==> src/rtl/booth_mult_param.sv <==
// Sequential Booth multiplier with start/done handshake and signed/unsigned mode.
// Compile-time option: BOOTH_RADIX4_EN selects radix-4 recoding (default radix-2).
module booth_mult_param #(
    parameter int unsigned N = 8
) (
    input  logic             clk,
    input  logic             rst,
    input  logic             start,
    input  logic [N-1:0]     mcand,
    input  logic [N-1:0]     mplier,
    input  logic             is_signed,
    output logic             busy,
    output logic             done,
    output logic [2*N-1:0]   product,
    output logic [2:0]       S
);

`ifdef BOOTH_RADIX4_EN
    localparam int unsigned AW   = N + 3;
    localparam int unsigned QW   = N + 2;
    localparam int unsigned ITER = N / 2 + 1;
`else
    localparam int unsigned AW   = N + 2;
    localparam int unsigned QW   = N + 1;
    localparam int unsigned ITER = N + 1;
`endif
    localparam int unsigned PW = 2 * N;
    localparam int unsigned CW = $clog2(ITER + 1);

    typedef enum logic [2:0] {
        IDLE = 3'd0,
        LOAD = 3'd1,
        CALC = 3'd2,
        DONE = 3'd3
    } state_t;

    state_t state, state_next;
    logic busy_next, done_next;

    logic [N-1:0]  mcand_r, mplier_r;
    logic          signed_r;
    logic [AW-1:0] acc, m, addend, sum, step_acc;
    logic [QW-1:0] q, step_q;
    logic          q_1, step_q1;
    logic [CW-1:0] cnt;

    assign S = state;

    // State register
    always_ff @(posedge clk) begin
        if (!rst) state <= IDLE;
        else      state <= state_next;
    end

    // Next-state logic
    always_comb begin
        state_next = state;
        case (state)
            IDLE: if (start) state_next = LOAD;
            LOAD: state_next = CALC;
            CALC: if (cnt == CW'(1)) state_next = DONE;
            DONE: state_next = IDLE;
            default: state_next = IDLE;
        endcase
    end

    // Output decode from the upcoming state so busy/done come straight from flops
    always_comb begin
        busy_next = 1'b0;
        done_next = 1'b0;
        case (state_next)
            LOAD, CALC: busy_next = 1'b1;
            DONE:       done_next = 1'b1;
            default: ;
        endcase
    end

    always_ff @(posedge clk) begin
        if (!rst) begin
            busy <= 1'b0;
            done <= 1'b0;
        end else begin
            busy <= busy_next;
            done <= done_next;
        end
    end

    // One recode step: select addend from the multiplier's low bits, then arithmetic shift
    always_comb begin
        addend = '0;
`ifdef BOOTH_RADIX4_EN
        case ({q[1:0], q_1})
            3'b001, 3'b010: addend = m;
            3'b011:         addend = {m[AW-2:0], 1'b0};
            3'b100:         addend = -{m[AW-2:0], 1'b0};
            3'b101, 3'b110: addend = -m;
            default:        addend = '0;
        endcase
        sum      = acc + addend;
        step_acc = {{2{sum[AW-1]}}, sum[AW-1:2]};
        step_q   = {sum[1:0], q[QW-1:2]};
        step_q1  = q[1];
`else
        case ({q[0], q_1})
            2'b01:   addend = m;
            2'b10:   addend = -m;
            default: addend = '0;
        endcase
        sum      = acc + addend;
        step_acc = {sum[AW-1], sum[AW-1:1]};
        step_q   = {sum[0], q[QW-1:1]};
        step_q1  = q[0];
`endif
    end

    // Datapath: capture, extend, iterate, and latch the result on entry to DONE
    always_ff @(posedge clk) begin
        if (!rst) begin
            mcand_r  <= '0;
            mplier_r <= '0;
            signed_r <= 1'b0;
            acc      <= '0;
            m        <= '0;
            q        <= '0;
            q_1      <= 1'b0;
            cnt      <= '0;
            product  <= '0;
        end else begin
            case (state)
                IDLE: begin
                    if (start) begin
                        mcand_r  <= mcand;
                        mplier_r <= mplier;
                        signed_r <= is_signed;
                    end
                end
                LOAD: begin
                    acc <= '0;
                    m   <= {{(AW - N){signed_r & mcand_r[N-1]}}, mcand_r};
                    q   <= {{(QW - N){signed_r & mplier_r[N-1]}}, mplier_r};
                    q_1 <= 1'b0;
                    cnt <= CW'(ITER);
                end
                CALC: begin
                    acc <= step_acc;
                    q   <= step_q;
                    q_1 <= step_q1;
                    cnt <= cnt - CW'(1);
                    if (cnt == CW'(1)) product <= PW'({step_acc, step_q});
                end
                default: ;
            endcase
        end
    end

endmodule

==> config.mk <==
export PLATFORM = sky130hd
export DESIGN_NAME = booth_mult_param
export DESIGN_NICKNAME = d
export VERILOG_FILES = /design/src/rtl/booth_mult_param.sv
export SDC_FILE = /design/constraint.sdc
export NUM_CORES = 1
export LEC_CHECK = 0
export BUFFER_PORTS_ARGS = -buffer_cell sky130_fd_sc_hd__buf_2
export CORE_MARGIN = 2
export CORE_UTILIZATION = 56
export CTS_CLUSTER_SIZE = 30
export DETAILED_ROUTE_END_ITERATION = 8
export GPL_TIMING_DRIVEN = 0
export PLACE_DENSITY = 0.8
export SYNTH_ARGS = -nofsm -noshare
export SYNTH_HDL_FRONTEND = slang
export SYNTH_SLANG_ARGS = --single-unit
==> constraint.sdc <==
create_clock -name clk -period 5.5 [get_ports clk]
set_clock_uncertainty 0.2 [all_clocks]
set_input_delay 1.1 -clock clk [delete_from_list [all_inputs] [get_ports clk]]
set_output_delay 1.1 -clock clk [all_outputs]
set_load 0.01 [all_outputs]
After elaboration in Yosys (flattened, before gate mapping)

Cells that the tools add are included.

Register bits: 71
Output and inout bits: 21

Add/subtract/negate cells: 3
Equality and inequality tests: 8
Muxes and demuxes: 10
Bitwise operators: 2
Reduce and logical (&&, ||, !) cells: 5

Operators by type and width:

| kind                  | number |
|---|---|
| $pmux W10 S2          | 2 |
| $pmux W9 S2           | 1 |
| $add A10 B10 Y10      | 1 |
| $neg A10 Y10          | 1 |
| $eq A3 B2 Y1 const B  | 3 |
| $pmux W3 S3           | 1 |
| $pmux W4 S2           | 1 |
| $eq A3 B1 Y1 const B  | 2 |
| $mux W3               | 2 |
| $eq A4 B1 Y1 const B  | 1 |
| $reduce_and A2 Y1     | 2 |
| $sub A4 B1 Y4 const B | 1 |
| $logic_not A3 Y1      | 1 |
| $and A1 B1 Y1         | 2 |
| $eq A2 B1 Y1 const B  | 1 |
| $eq A2 B2 Y1 const B  | 1 |
| $mux W1               | 2 |
| $pmux W1 S2           | 1 |
| $reduce_bool A2 Y1    | 1 |
| $reduce_or A2 Y1      | 1 |

Logic depth before layout (Yosys ltp)

Gate-level depths: netlist of the first run.

Depth in word-level cells: 6
Gate-level depth with buffers: 14

Worst setup path before layout of the first run

OpenSTA, ideal clock, no wires.

Path type: reg2reg
Start point: reg q[0]
End point: reg acc[8]
Setup time: 0.074 ns
Arrival time: 2.689 ns
Setup slack: 2.537 ns
Stages on the path, launching flop included: 13
Path buffers: 1
Period minus slack after synthesis: 2.963 ns
Cells stage by stage: dfxtp_1 > ha_1 > clkbuf_1 > nor3b_1 > a21oi_1 > nor2_1 > ha_1 > a21o_1 > a21oi_2 > a211oi_4 > o21a_1 > or4_1 > a31oi_1

Word-level cells in the longest chain between the ends: 4
Elaborated cells on any way between the ends: 5

RTL lines:

| element                                      | line | RTL |
|---|---|---|
| start: declaration                           | 43   | `logic [QW-1:0] q, step_q;` |
| start signal: assignment                     | 140  | `q <= {{(QW - N){signed_r & mplier_r[N-1]}}, mplier_r};` |
| start signal: assignment                     | 146  | `q <= step_q;` |
| $eq A2 B2 Y1 or $eq A2 B1 Y1 (tied branches) | 104  | `case ({q[0], q_1})` |
| $pmux W10 S2 (*)                             | 104  |  |
| $add A10 B10 Y10 (*)                         | 109  | `sum = acc + addend;` |
| $pmux W10 S2 (*)                             | 129  | `case (state)` |
| end signal: assignment                       | 145  | `acc <= step_acc;` |
| end: declaration                             | 42   | `logic [AW-1:0] acc, m, addend, sum, step_acc;` |

Every way passes the cells marked *; elsewhere a longest branch is shown, timed or not.
A chain may end at the register's enable or synchronous reset.

Worst setup path in the final report of the first run

Ends and elaborated chain as after synthesis.

==> results.json, run 1 <==
{
  "cp_common_cell": "ha_1",
  "numCtsBuffers": 9,
  "routed_wirelength_um": 8020,
  "synthesis.nets": 442,
  "drive_gt1_share_pct": 15.6,
  "hold_class": "reg2reg",
  "fin_setup_tns_ps": 0,
  "antennaDiodeCount": 0,
  "first_iter_violations": 229,
  "ir_drop_v": 0.000189,
  "yosys_warnings": 0,
  "reg2reg_to": "acc[8]",
  "grt_max_degree": 13,
  "synthFlopType": "dfxtp_1",
  "path_clk_slew_ps": 70,
  "synth_area_um2": 3270,
  "fin_cells": 534,
  "ios": 41,
  "holdWs_ps": 253,
  "worst-endpoint-required_ps": 5590,
  "cts_setup_buffers": 0,
  "grt_pass1_wl_um": 13000,
  "area_delta_synth_final_pct": 15.6,
  "min_delay_path_depth": 2,
  "rsz0062_at_grt": "no",
  "post-route-cell-area_um2": 3780,
  "port-buffer-count": 40,
  "antenna_found_initial": 0,
  "critical_path_class": "reg2reg",
  "arrival_ps": 3500,
  "hold_path_end": "product[12]",
  "r2r-start": "q[0]",
  "ant_nets": 0,
  "grt_pass1_vias": 2775,
  "core_um2": 5570,
  "clock_latency_ps": 350,
  "wl_per_cell_um": 15.0,
  "synth-async-reset-ratio_pct": 0,
  "first_pass_iters": 5,
  "place_ws_ps": 2160,
  "synth_top_cell_by_area": "dfxtp_1",
  "clockBufferDepth": 2,
  "setup_ws_ps": 2080,
  "placed_cells": 519,
  "hold_viol": 0,
  "dieWidth_um": 80.4,
  "r2r_setup_slack_ps": 2080,
  "routed_via_density": 5.72,
  "placed_area_um2": 3560,
  "hold_buffers": 0,
  "synth_cells": 407,
  "rows": 27,
  "initial_core_util_pct": 58.7,
  "clock_sinks": 70,
  "grt-ovfl-total": 0,
  "fin_util_pct": 67.9,
  "slew_violations": 0,
  "cts_root_buffer": "clkbuf_8",
  "synth_seq_area_share_pct": 42.8,
  "synth_seq_cells": 70,
  "synth-edff-count": 0,
  "synth_cell_types": 49,
  "track_usage_pct": 26.5,
  "relSlewSlack_pct": 54.5,
  "worst_pin_slew_ps": 681,
  "end_kind": "flip-flop",
  "cp_max_fo": 10,
  "setup_viol": 0,
  "die_h_um": 80.4,
  "cp_slowest_cell": "or4_1",
  "mostFrequentLayoutCells": "nand2_1, dfxtp_1, a21oi_1",
  "fmax_mhz": 293,
  "drc_errors": 0,
  "synth_area_per_cell_um2": 8.04,
  "status": "completed",
  "reg2reg_depth": 12,
  "mostFrequentLayoutCell": "nand2_1",
  "vias": 3054,
  "ctsHtreeMaxLevel": 3,
  "synth_top_area_share_pct": 42.8,
  "synth_area_leaders": "dfxtp_1, nand2_1, a21oi_1, ha_1, nor2_1",
  "maxCapViolCount": 0,
  "die-area_um2": 6470,
  "cp-start-kind": "flip-flop",
  "cts_resized": 0,
  "cts_tree": "done",
  "layout.nets": 493,
  "power_density_nw_per_um2": 275,
  "slowest_delay_ps": 400,
  "min_period_over_period_pct": 62.1,
  "gp_congestion": 0.877,
  "hold_start": "product[12]",
  "p_leak_nw": 1.47,
  "fin_crit_ps": 3420,
  "totalPowerFinal_mw": 1.04,
  "dp_hpwl_um": 5670,
  "crit_chain": "ha_1 > clkbuf_1 > nor3b_1 > a21oi_1 > nor2_1 > ha_1 > a21o_1 > a21oi_2 > a211oi_4 > o21a_1 > or4_1 > a31oi_1"
}
## metal layers
metal	up-vias	part of all wire, %	GRT usage [%]
met2	99	48	42.8
met1	1440	45	35.3
li1	1498	-	-
met3	17	5.5	4.49
met4	0	1.8	10.5
met5	-	0	0
## layout make-up
type	count	area (um2)
well taps	72	90.1
multi-input cells	303	1710
inverters	12	45.0
clock buffers	10	138
plain buffers	22	120
flip-flops and latches	70	1400
fillers	472	1790
repair buffers	40	200
clock inverters	5	82.6
## registers in the layout, indices dropped and copies added, names as in the netlist
| name | count |
|---|---|
| cnt | 4 |
| done | 1 |
| signed_r | 1 |
| S | 3 |
| m | 9 |
| acc | 9 |
| mcand_r | 8 |
| mplier_r | 8 |
| q | 9 |
| busy | 1 |
| product | 16 |
| q_1 | 1 |
## where the power goes
group	leakage [nW]	total [mW]	internal [mW]	switching, mW
clock network	0.113	0.469	0.267	0.202
logic	0.794	0.0501	0.0178	0.0323
registers	0.566	0.522	0.515	0.00706
## synthesized netlist by cell type (all sizes together) (5+ instances only)
master and number:
a211oi 5, a21o 6, a21oi 66, a22oi 14
clkbuf 18, dfxtp 70, ha 14, inv 12
nand2 106, nand3 9, nor2 31, nor3 8
nor3b 5
## kinds of logic after synthesis
logic type,after synthesis,share of synthesized area (%)
other,1,0.115
flip-flops,70,42.8
AND/OR/NAND/NOR,175,24.4
XOR/XNOR,5,1.34
AO/OA/AOI/OAI,107,20.3
adder cells (fa/ha/maj),15,5.97
buffers and inverters,34,5.05
## critical path, delay by kind of cell, from the launching register on
family | cells | cell delay [ps]
compound gates | 6 | 970
simple gates | 3 | 790
fa+ha+maj | 2 | 640
flops | 1 | 370
buf+inv | 1 | 360
## how the worst max path moves through the flow
stage,startpoint,to,slack [ps],depth (start not counted)
3_5_place_dp,q[0],acc[8],2160,12
4_1_cts,q[0],acc[8],2120,12
5_1_grt,q[0],acc[7],1860,12
3_3_place_gp,q[0],acc[8],2220,12
2_1_floorplan,q[0],acc[8],2540,12
6_report,q[0],acc[8],2080,12
(Power assumes the default switching activity.)
==> run 2: changes to the inputs <==
--- a/config.mk
+++ b/config.mk
@@ -7,11 +7,11 @@
 export LEC_CHECK = 0
 export BUFFER_PORTS_ARGS = -buffer_cell sky130_fd_sc_hd__buf_2
 export CORE_MARGIN = 2
-export CORE_UTILIZATION = 56
+export CORE_UTILIZATION = 52
 export CTS_CLUSTER_SIZE = 30
 export DETAILED_ROUTE_END_ITERATION = 8
 export GPL_TIMING_DRIVEN = 0
-export PLACE_DENSITY = 0.8
+export PLACE_DENSITY = 0.79
 export SYNTH_ARGS = -nofsm -noshare
 export SYNTH_HDL_FRONTEND = slang
 export SYNTH_SLANG_ARGS = --single-unit
==> constraint.sdc (replaced) <==
create_clock -name clk -period 2.9 [get_ports clk]
set_clock_uncertainty 0.2 [all_clocks]
set_input_delay 0.58 -clock clk [delete_from_list [all_inputs] [get_ports clk]]
set_output_delay 0.58 -clock clk [all_outputs]
set_load 0.01 [all_outputs]
==> run 2 against run 1 <==
Effect of this change: utilization decreased by 0.31 points; setup slack got worse by 2200 ps; clock power increased by 75%; maximum frequency increased by 14%; power increased by 83%; sequential cell count unchanged; highest routed layer unchanged; worst hold slack got worse by 1.0 ps; the run now ends with setup timing left; largest cell class unchanged; register-to-register slack got worse by 2200 ps.
==> results.json, run 2 (synthesis gave the netlist of run 1 again) <==
{
  "routed_via_density": 5.62,
  "grt_pass1_vias": 2998,
  "hold_class": "in2reg",
  "cts_root_buffer": "clkbuf_8",
  "intPower_mw": 1.44,
  "area_delta_synth_final_pct": 23.7,
  "relSlewSlack_pct": 57.8,
  "antenna_found_initial": 0,
  "grt_pass1_wl_um": 13700,
  "status": "complete, but fails checks",
  "fmax_mhz": 335,
  "antennaDiodeCount": 0,
  "hold_viol": 0,
  "n_fill_cell": 493,
  "cp_top_family": "compound AO/OA/AOI/OAI gates",
  "slowest_delay_ps": 480,
  "placed_cells": 522,
  "clockBufferDepth": 2,
  "drive_gt1_share_pct": 24.1,
  "cp_slowest_cell": "or4_1",
  "drc_errors": 0,
  "multi_input_area_um2": 1810,
  "p_clk_share_pct": 43.0,
  "first_iter_violations": 170,
  "ir_drop_v": 0.000388,
  "numCtsBuffers": 9,
  "grt-ovfl-total": 0,
  "dieWidth_um": 83.3,
  "p_seq_share_pct": 51.9,
  "path_clk_slew_ps": 80,
  "core_um2": 5990,
  "pwr-share-comb_pct": 5.1,
  "layout.nets": 511,
  "ff_latch_area_um2": 1410,
  "holdWs_ps": 252,
  "mostFrequentLayoutCells": "nand2_1, dfxtp_1, a21oi_1",
  "clock_latency_ps": 350,
  "die_h_um": 83.3,
  "rows": 28,
  "largest_reg_flops": 16,
  "regMostFlops": "product",
  "fin_cells": 556,
  "first_pass_iters": 8,
  "grt_max_degree": 14,
  "ctsHtreeMaxLevel": 3,
  "track_usage_pct": 24.6,
  "crit_chain": "inv_2 > ha_4 > clkbuf_8 > nor3b_1 > a21oi_1 > nor2_1 > ha_1 > a21o_1 > a21oi_4 > a211oi_4 > nor3_2 > or4_1 > a31oi_1",
  "hold_buffers": 0,
  "vias": 3127,
  "wl_per_cell_um": 15.0,
  "power_density_nw_per_um2": 471,
  "p_switching_mw": 0.469,
  "gp_congestion": 0.858,
  "ios": 41,
  "mostFrequentLayoutCell": "nand2_1",
  "arrival_ps": 3060,
  "worst_pin_slew_ps": 630,
  "fin_crit_ps": 2990,
  "cp_max_fo": 8,
  "violations": "setup timing",
  "ant_nets": 0,
  "rsz0062_at_grt": "yes",
  "setup_viol": 1,
  "worst-endpoint-required_ps": 2980,
  "slew_violations": 0,
  "critical_path_class": "reg2reg",
  "end_kind": "flip-flop",
  "critPathBufInv": 2,
  "setup_ws_ps": -85.7,
  "min_period_over_period_pct": 103,
  "die-area_um2": 6940,
  "port-buffer-count": 40,
  "switching_share_pct": 24.6,
  "p_leak_nw": 1.59,
  "routed_wirelength_um": 8340,
  "cp-start-kind": "flip-flop",
  "initial_core_util_pct": 54.6,
  "maxCapViolCount": 0,
  "clock_sinks": 70,
  "dp_hpwl_um": 5570,
  "cts_tree": "done"
}
[run 2: power by group through the flow]
| stage | Clock [mW] | Combinational (mW) | Sequential [mW] |
|---|---|---|---|
| after floorplan | 0 | 0.0575 | 1.01 |
| after global placement | 0 | 0.0911 | 1.01 |
| after detailed placement | 0 | 0.0931 | 1.01 |
| after CTS | 0.828 | 0.0962 | 0.989 |
| after global routing | 0.883 | 0.109 | 0.991 |
| final | 0.819 | 0.0970 | 0.989 |
[run 2: cell type report]
| cell class | count | area share [%] |
|---|---|---|
| buffer | 21 | 3.12 |
| timing repair buffer | 59 | 8.47 |
| clock inverter | 6 | 1.73 |
| tap | 75 | 2.32 |
| clock buffer | 10 | 3.40 |
| multi-input combinational | 303 | 44.8 |
| sequential | 70 | 34.9 |
| inverter | 12 | 1.18 |
[run 2: path summary, 6_finish.rpt]
path | from | end | slack (ps) | cells after the start
worst max-delay path | q_1 | acc[8] | -90 | 13
worst min-delay path | mcand[0] | mcand_r[0] | 250 | 3
worst max register to register | q_1 | acc[8] | -90 | 13
worst min register to register | product[15] | product[15] | 250 | 2
[run 2: layer usage]
layer  vias to the layer above  part of all wire (%)  track usage [%]
met5                         -                     0                0
met4                         0                   2.7             9.39
met3                        17                   5.1             6.16
met2                        97                    49             41.3
met1                      1470                    43             30.5
li1                       1543                     -                -
[run 2: timing repair]
action / in CTS / in global routing
pin swaps: 16 / 10
buffers inserted: 15 / 4
hold endpoints to repair: 0 / 0
endpoints found under the setup margin: 6 / 6
gates resized for setup: 26 / 10
[run 2: stage by stage]
step	power [mW]	TNS [ps]	cell area (um2)	setup WS [ps]	util, %
2_1_floorplan	1.07	0	3270	19.0	-
3_3_place_gp	1.10	-630	3570	-279	59.6
3_5_place_dp	1.11	-817	3570	-366	59.6
4_1_cts	1.91	-38.4	3970	-38.4	66.3
5_1_grt	1.98	-474	4050	-168	67.5
6_report	1.91	-85.7	4050	-85.7	67.5
[run 2: worst min-delay path, stage by stage]
cell	delay, ps
buf_2	90
nand2_1	40
a21oi_1	50
